<file path="src/rtl/keypad_scanner.sv">
// 4x4 matrix keypad scanner with tick-based debounce and ghost rejection.
// Press confirmed after DEBOUNCE_TICKS+1 matching ticks; no backpressure, key_strobe is a one-cycle pulse.
module keypad_scanner #(
  parameter int SCAN_DIV       = 1000,
  parameter int DEBOUNCE_TICKS = 20
) (
  input  logic       clk,
  input  logic       rst_n,
  input  logic [3:0] col_in,
  output logic [3:0] row_out,
  output logic [3:0] row,
  output logic [3:0] col,
  output logic       key_valid,
  output logic       key_strobe
);

  localparam int DIV_W  = (SCAN_DIV > 1) ? $clog2(SCAN_DIV) : 1;
  localparam int DCNT_W = $clog2(DEBOUNCE_TICKS + 1);

  localparam logic [1:0] SCAN     = 2'd0;
  localparam logic [1:0] DEBOUNCE = 2'd1;
  localparam logic [1:0] HELD     = 2'd2;
  localparam logic [1:0] RELEASE  = 2'd3;

  logic [1:0]        state;
  logic [1:0]        ri;
  logic [1:0]        cand_row;
  logic [3:0]        cand_col;
  logic [DIV_W-1:0]  div;
  logic [DCNT_W-1:0] dcnt;
  logic [3:0]        sync1;
  logic [3:0]        sync2;
  logic [3:0]        cs;
  logic              tick;
  logic              cs_one_hot;
  logic              dcnt_done;

  // Inversion sits ahead of the flops so their reset value of 0 reads as "released".
  always_ff @(posedge clk or negedge rst_n) begin
    if (!rst_n) begin
      sync1 <= 4'd0;
      sync2 <= 4'd0;
    end else begin
      sync1 <= ~col_in;
      sync2 <= sync1;
    end
  end

  assign cs         = sync2;
  assign tick       = (div == DIV_W'(SCAN_DIV - 1));
  assign cs_one_hot = (cs != 4'd0) && ((cs & (cs - 4'd1)) == 4'd0);
  assign dcnt_done  = (dcnt == DCNT_W'(DEBOUNCE_TICKS - 1));
  assign row_out    = ~(4'b0001 << ri);

  always_ff @(posedge clk or negedge rst_n) begin
    if (!rst_n) begin
      div <= '0;
    end else if (tick) begin
      div <= '0;
    end else begin
      div <= div + DIV_W'(1);
    end
  end

  always_ff @(posedge clk or negedge rst_n) begin
    if (!rst_n) begin
      state      <= SCAN;
      ri         <= 2'd0;
      cand_row   <= 2'd0;
      cand_col   <= 4'd0;
      dcnt       <= '0;
      row        <= 4'd0;
      col        <= 4'd0;
      key_valid  <= 1'b0;
      key_strobe <= 1'b0;
    end else begin
      key_strobe <= 1'b0;
      if (tick) begin
        case (state)
          SCAN: begin
            // Multi-bit columns mean ghosting or a chord; skip the row rather than guess.
            if (cs_one_hot) begin
              cand_row <= ri;
              cand_col <= cs;
              dcnt     <= '0;
              state    <= DEBOUNCE;
            end else begin
              ri <= ri + 2'd1;
            end
          end
          DEBOUNCE: begin
            if (cs == cand_col) begin
              if (dcnt_done) begin
                state      <= HELD;
                row        <= 4'b0001 << cand_row;
                col        <= cand_col;
                key_valid  <= 1'b1;
                key_strobe <= 1'b1;
              end else begin
                dcnt <= dcnt + DCNT_W'(1);
              end
            end else begin
              state <= SCAN;
              ri    <= ri + 2'd1;
            end
          end
          HELD: begin
            if (cs != cand_col) begin
              state     <= RELEASE;
              dcnt      <= '0;
              row       <= 4'd0;
              col       <= 4'd0;
              key_valid <= 1'b0;
            end
          end
          default: begin
            if (cs != 4'd0) begin
              dcnt <= '0;
            end else if (dcnt_done) begin
              state <= SCAN;
              ri    <= ri + 2'd1;
            end else begin
              dcnt <= dcnt + DCNT_W'(1);
            end
          end
        endcase
      end
    end
  end

endmodule

</file>
<file path="config.mk">
export PLATFORM = sky130hd
export DESIGN_NAME = keypad_scanner
export DESIGN_NICKNAME = d
export VERILOG_FILES = /design/src/rtl/keypad_scanner.sv
export SDC_FILE = /design/constraint.sdc
export NUM_CORES = 1
export LEC_CHECK = 0
export ABC_AREA = 1
export CAP_MARGIN = 10
export CORE_MARGIN = 1
export CORE_UTILIZATION = 56
export CTS_CLUSTER_DIAMETER = 200
export DETAILED_ROUTE_END_ITERATION = 10
export HOLD_SLACK_MARGIN = 0.02
export PLACE_DENSITY = 0.9
export SYNTH_ARGS = -nofsm -noshare
export SYNTH_HDL_FRONTEND = slang
export SYNTH_SLANG_ARGS = --single-unit
</file>
<file path="constraint.sdc">
create_clock -name clk -period 1.8 [get_ports clk]
set_clock_uncertainty 0.1 [all_clocks]
set_input_delay 0.18 -clock clk [delete_from_list [all_inputs] [get_ports clk]]
set_output_delay 0.18 -clock clk [all_outputs]
set_load 0.005 [all_outputs]
</file>
==> results of run 1 <==
-- layout make-up --
| type | instances | share of cell area |
|---|---|---|
| Clock buffer | 7 | 0.0281 |
| Clock inverter | 1 | 0.00185 |
| Inverter | 42 | 0.0600 |
| Multi-Input combinational cell | 192 | 0.389 |
| Sequential cell | 43 | 0.398 |
| Tap cell | 48 | 0.0221 |
| Timing Repair Buffer | 30 | 0.101 |
-- registers in the layout, summed over array words and instances (netlist names) --
name / count
state: 2
cand_col: 4
col: 4
dcnt: 5
key_strobe: 1
cs: 4
key_valid: 1
div: 10
sync1: 4
ri: 2
cand_row: 2
row: 4
-- repair_timing --
item	in CTS	in global routing
hold buffers	1	0
setup buffers	3	2
endpoints found under the hold margin	15	0
endpoints found under the setup margin	4	15
resized for setup	4	11
pin swaps	0	2
-- path summary, 6_finish.rpt --
kind | depth (start not counted) | slack [ns] | end | startpoint
max | 3 | 0.05 | row_out[3] | ri[0]
min | 2 | 0.22 | key_valid | rst_n
max reg2reg | 8 | 0.14 | row[2] | dcnt[1]
min reg2reg | 0 | 0.25 | cs[2] | sync1[2]
max in group asynchronous | 3 | 0.83 | ri[1] | rst_n
min in group clk | 0 | 0.25 | cs[2] | sync1[2]
-- kinds of logic after synthesis --
family                   count (synthesis)  share of synthesized area
buffers and inverters                   44                     0.0780
flip-flops                              43                      0.473
XOR/XNOR                                 6                     0.0231
AND/OR/NAND/NOR                        159                      0.334
adder cells (fa/ha/maj)                  6                     0.0330
AO/OA/AOI/OAI                           21                     0.0599
-- layer usage --
| layer | up-vias | GRT usage | part of all wire |
|---|---|---|---|
| met3 | 4 | 0.0534 | 0.033 |
| met1 | 904 | 0.286 | 0.43 |
| met4 | 0 | 0.101 | 0.011 |
| met5 | - | 0 | 0 |
| li1 | 941 | - | - |
| met2 | 31 | 0.448 | 0.52 |
-- metrics by stage --
step / total power, mW / hold WS [ns] / instance area [um2]
6_report: 1.65 / 0.223 / 2710
2_1_floorplan: 1.03 / -0.216 / 2280
5_1_grt: 1.72 / 0.247 / 2710
3_5_place_dp: 1.07 / 0.0125 / 2540
3_3_place_gp: 1.07 / 0.0113 / 2540
4_1_cts: 1.66 / 0.227 / 2660
-- power by group --
| group | total, mW | leakage [nW] | switching (mW) | internal [mW] |
|---|---|---|---|---|
| Combinational | 0.0719 | 0.730 | 0.0477 | 0.0242 |
| Clock | 0.598 | 0.0422 | 0.325 | 0.273 |
| Sequential | 0.981 | 0.565 | 0.00644 | 0.974 |
| Total | 1.65 | 1.34 | 0.379 | 1.27 |
-- layout by cell type, fill, tap and decap left out, types with 2 or more instances in the layout --
master,n
nand2_1,85
dfrtp_1,41
inv_1,31
nand3_1,24
nor2_1,19
clkdlybuf4s50_1,15
inv_2,10
buf_4,10
o21ai_0,9
nand2_2,6
nor2_4,6
o21ai_2,6
xor2_1,5
clkbuf_8,5
nor2_2,4
nand4_1,3
a211oi_1,3
ha_1,3
nor3_2,2
nor3_1,2
nand3_4,2
or2_2,2
ha_2,2
clkbuf_1,2
dlymetal6s2s_1,2
dfrtp_2,2
==> out/qor.csv, run 1 <==
metric;value;unit
outcome;finished clean;
# setup viols final;0;
post-synth top area cell;dfrtp_1;
DR vias/cell;5.18;
CP max-delay cell;clkdlybuf4s50_1;
# DRC;0;
leak pwr;1.34;nW
Power Dens Cells;608;mW/mm2
Synth Flop Type;dfrtp_1;
clk root buf;clkbuf_8;
clk sinks;43;
top cell type's share of synthesized area;0.473;
synthesized net count;291;
DRT iter0 DRCs;106;
f_max;0.571;GHz
Slew Limit Fails;0;
setup TNS;0;ns
P&R area growth vs syn;19.1;%
largest net degree at the start of global routing;18;
core area;0.00377;mm2
CP Data Required Time;1.52;ns
CP endpoint kind;primary output;
Setup Crit Path Kind;reg -> out;
Congestion Overflow GR;0;
Final nets;326;
non-filler cells, final;363;
Max Cap Violations;0;
share of cells above drive strength 1;0.200;
Tightest Pin Transition;0.371;ns
clk buf depth;2;
full die area;0.00433;mm2
register bit count reported by yosys;43;
post-route ant nets;0;
critical path buffer and inverter count;2;
Row Count;22;
multi-input logic area;0.00106;mm2
number of enable flip-flop cells after synthesis;0;
dpl ws;0.0677;ns
yosys warns;0;
Initial Util;0.604;
number of CTS-inserted buffers;5;
synthesized area;0.00228;mm2
Setup crit start kind;register;
Arr. time, crit path;1.47;ns
cell family with most CP delay;buffers and inverters;
critical-path cell list;ha_2, inv_1, clkdlybuf4s50_1;
Netlist cell types;30;
# fillers;267;
Synth top cells by count;nand2_1, dfrtp_1, inv_1;
H-tree Lvls;2;
GRT Total Usage;0.250;
Syn Inst Count;279;
die span in x;65.8;um
mean area per synthesized cell;8.16;um2
max incr delay on CP;0.49;ns
initial antenna violation count;0;
worst-path fanout max;4;
first-pass GRT wire length;8.02;mm
maximum VDD drop;0.000523;V
Storage cell area;0.00108;mm2
Placed Instances;349;
Fin. Hold Viols;0;
routed via count;1880;
top cells by area, synth;dfrtp_1, nand2_1, inv_1, nand3_1, nor2_1;
clock-pin slew on the worst setup and hold paths;0.08;ns
Final Util;0.719;
final worst slack;0.0479;ns
FFs w/ async S/R, synth;1.00;
Port Buffers;19;
worst-skew pair later-pin latency;0.30;ns
min Tclk post-route;1.75;ns
Final HPWL DP;3.38;mm
Total Wirelength;4.66;mm
GPL Wtd Cong;0.854;
number of global-route vias before repair;1890;
# diodes;0;
IO Pins;20;
Min-Delay Path Class;in -> async;
Max-Slew Margin vs Limit;0.753;
1st-pass router iterations;4;
most common cell in the synthesized netlist;nand2_1;
Die Span Y;65.8;um
Seq/Total Area, Yosys;0.473;
CTS tree;built;
WL/cell;12.8;um
Final Cycle Share;0.973;
Power figures use the tool's default switching activity.
==> inputs of run 2 (changes only) <==
PLACE_DENSITY = 0.78   (was 0.9)
==> run 2 against run 1 <==
  * Critical path depth unchanged
  * Non-clock buffer count is 1 lower
  * Hold slack improved by 0.028 ns
  * Sequential power hardly changed
  * Fmax grew 1.5%
  * Combinational power rose by 3.5%
  * Worst setup slack gained 0.025 ns
  * Wire length decreased by 4.7%
  * Cell count fell by 0.28%
  * Critical path type unchanged
  * Largest power group unchanged
==> out/qor.csv, run 2 (synthesis gave the netlist of run 1 again) <==
metric;value;unit
outcome;finished clean;
Final Cycle Share;0.959;
Power Dens Cells;602;mW/mm2
Hold Worst Slack;0.251;ns
Tightest Pin Transition;0.472;ns
largest registers;div: 10 flops, dcnt: 5 flops;
GPL Wtd Cong;0.858;
Max-Slew Margin vs Limit;0.685;
f_max;0.579;GHz
Slew Limit Fails;0;
min Tclk post-route;1.73;ns
number of CTS-inserted buffers;5;
Placed Instances;348;
multi-input logic area;0.00107;mm2
first-pass GRT wire length;7.71;mm
most frequent cells in the layout;nand2_1, dfrtp_1, inv_1;
Port Buffers;19;
die span in x;65.8;um
routed via count;1881;
H-tree Lvls;2;
final instance area;0.00274;mm2
max FFs per register;10;
Arr. time, crit path;1.45;ns
number of global-route vias before repair;1762;
clk buf depth;2;
worst-path fanout max;4;
leak pwr;1.34;nW
Crit Reg-Reg Startpoint;div[4];
dpl ws;0.0491;ns
Max Cap Violations;0;
FF-to-FF path depth;8;
Top reg by flops;div;
Post-DP Area;0.00255;mm2
maximum VDD drop;0.000518;V
1st-pass router iterations;4;
DRT iter0 DRCs;97;
share of cells above drive strength 1;0.204;
setup TNS;0;ns
Hold Crit Endpoint;cs[3];
# DRC;0;
DR vias/cell;5.20;
Final Util;0.726;
Initial Util;0.604;
Setup crit start kind;register;
clock-pin slew on the worst setup and hold paths;0.07;ns
GRT Total Usage;0.235;
Setup Crit Path Kind;reg -> out;
Row Count;22;
clk sinks;43;
# fillers;275;
Fin. Hold Viols;0;
Min-Delay Path Class;reg -> reg;
P&R area growth vs syn;20.2;%
IO Pins;20;
final worst slack;0.0732;ns
Storage cell area;0.00108;mm2
WL/cell;12.3;um
Power, Total;1.65;mW
largest net degree at the start of global routing;25;
Final nets;325;
hold_sp;sync1[3];
CP endpoint kind;primary output;
most common cell after layout, fill and taps aside;nand2_1;
CP Data Required Time;1.52;ns
post-route ant nets;0;
# diodes;0;
# setup viols final;0;
reg2reg setup slack;0.09;ns
initial antenna violation count;0;
worst-skew pair later-pin latency;0.30;ns
hold path cells;0;
full die area;0.00433;mm2
CTS tree;built;
Congestion Overflow GR;0;
non-filler cells, final;362;
Die Span Y;65.8;um
clk root buf;clkbuf_8;
reg2reg end;cand_row[1];
Total Wirelength;4.44;mm
core area;0.00377;mm2
Final HPWL DP;3.21;mm
==> run 2: cell count changes in the layout (fill, tap and decap cells not counted), sizes merged <==
cell,before,now
clkbuf,7,6
clkinvlp,0,1
dlygate4sd2,1,0
buf,11,10
dlymetal6s2s,2,3
==> run 2: worst max path at each step <==
stage               startpoint           to  slack (ns)  cells past startpoint
finish                   ri[1]   row_out[3]        0.07                      3
detailed placement      div[0]  cand_row[0]        0.05                      8
CTS                      ri[1]   row_out[1]       0.008                      4
floorplan              dcnt[0]      dcnt[1]        0.24                      9
global route            div[0]  cand_row[1]       -0.05                      8
global placement       dcnt[1]        ri[1]        0.10                     12
==> run 2: what timing repair did <==
action,4_1_cts,5_1_grt
setup endpoints to repair,3,25
hold buffers,1,0
buffers inserted,1,4
pin swaps,0,3
endpoints found under the hold margin,19,0
gates resized for setup,3,15
==> run 2: final cells by class <==
class | count | area share
inverters | 42 | 0.0604
repair buffers | 29 | 0.103
flip-flops and latches | 43 | 0.394
well taps | 48 | 0.0219
clock buffers | 6 | 0.0265
clock inverters | 2 | 0.00457
multi-input cells | 192 | 0.390
==> run 2: worst max-delay path, stage by stage (launching register included) <==
cell and delay (ns):
dfrtp_1 0.43, ha_1 0.20, inv_1 0.05, clkdlybuf4s50_1 0.48
==> run 2: per-layer routing <==
layer  vias up  share of wire  global-route usage
met5         -              0                   0
met4         0          0.031              0.0625
met3        16          0.034              0.0569
met2        35           0.48               0.392
met1       887           0.46               0.303
li1        943              -                   -
==> run 2: power by group <==
group | switching, mW | total (mW) | internal (mW)
Sequential | 0.00654 | 0.981 | 0.974
Clock | 0.321 | 0.592 | 0.271
Combinational | 0.0486 | 0.0744 | 0.0257
Total | 0.376 | 1.65 | 1.27
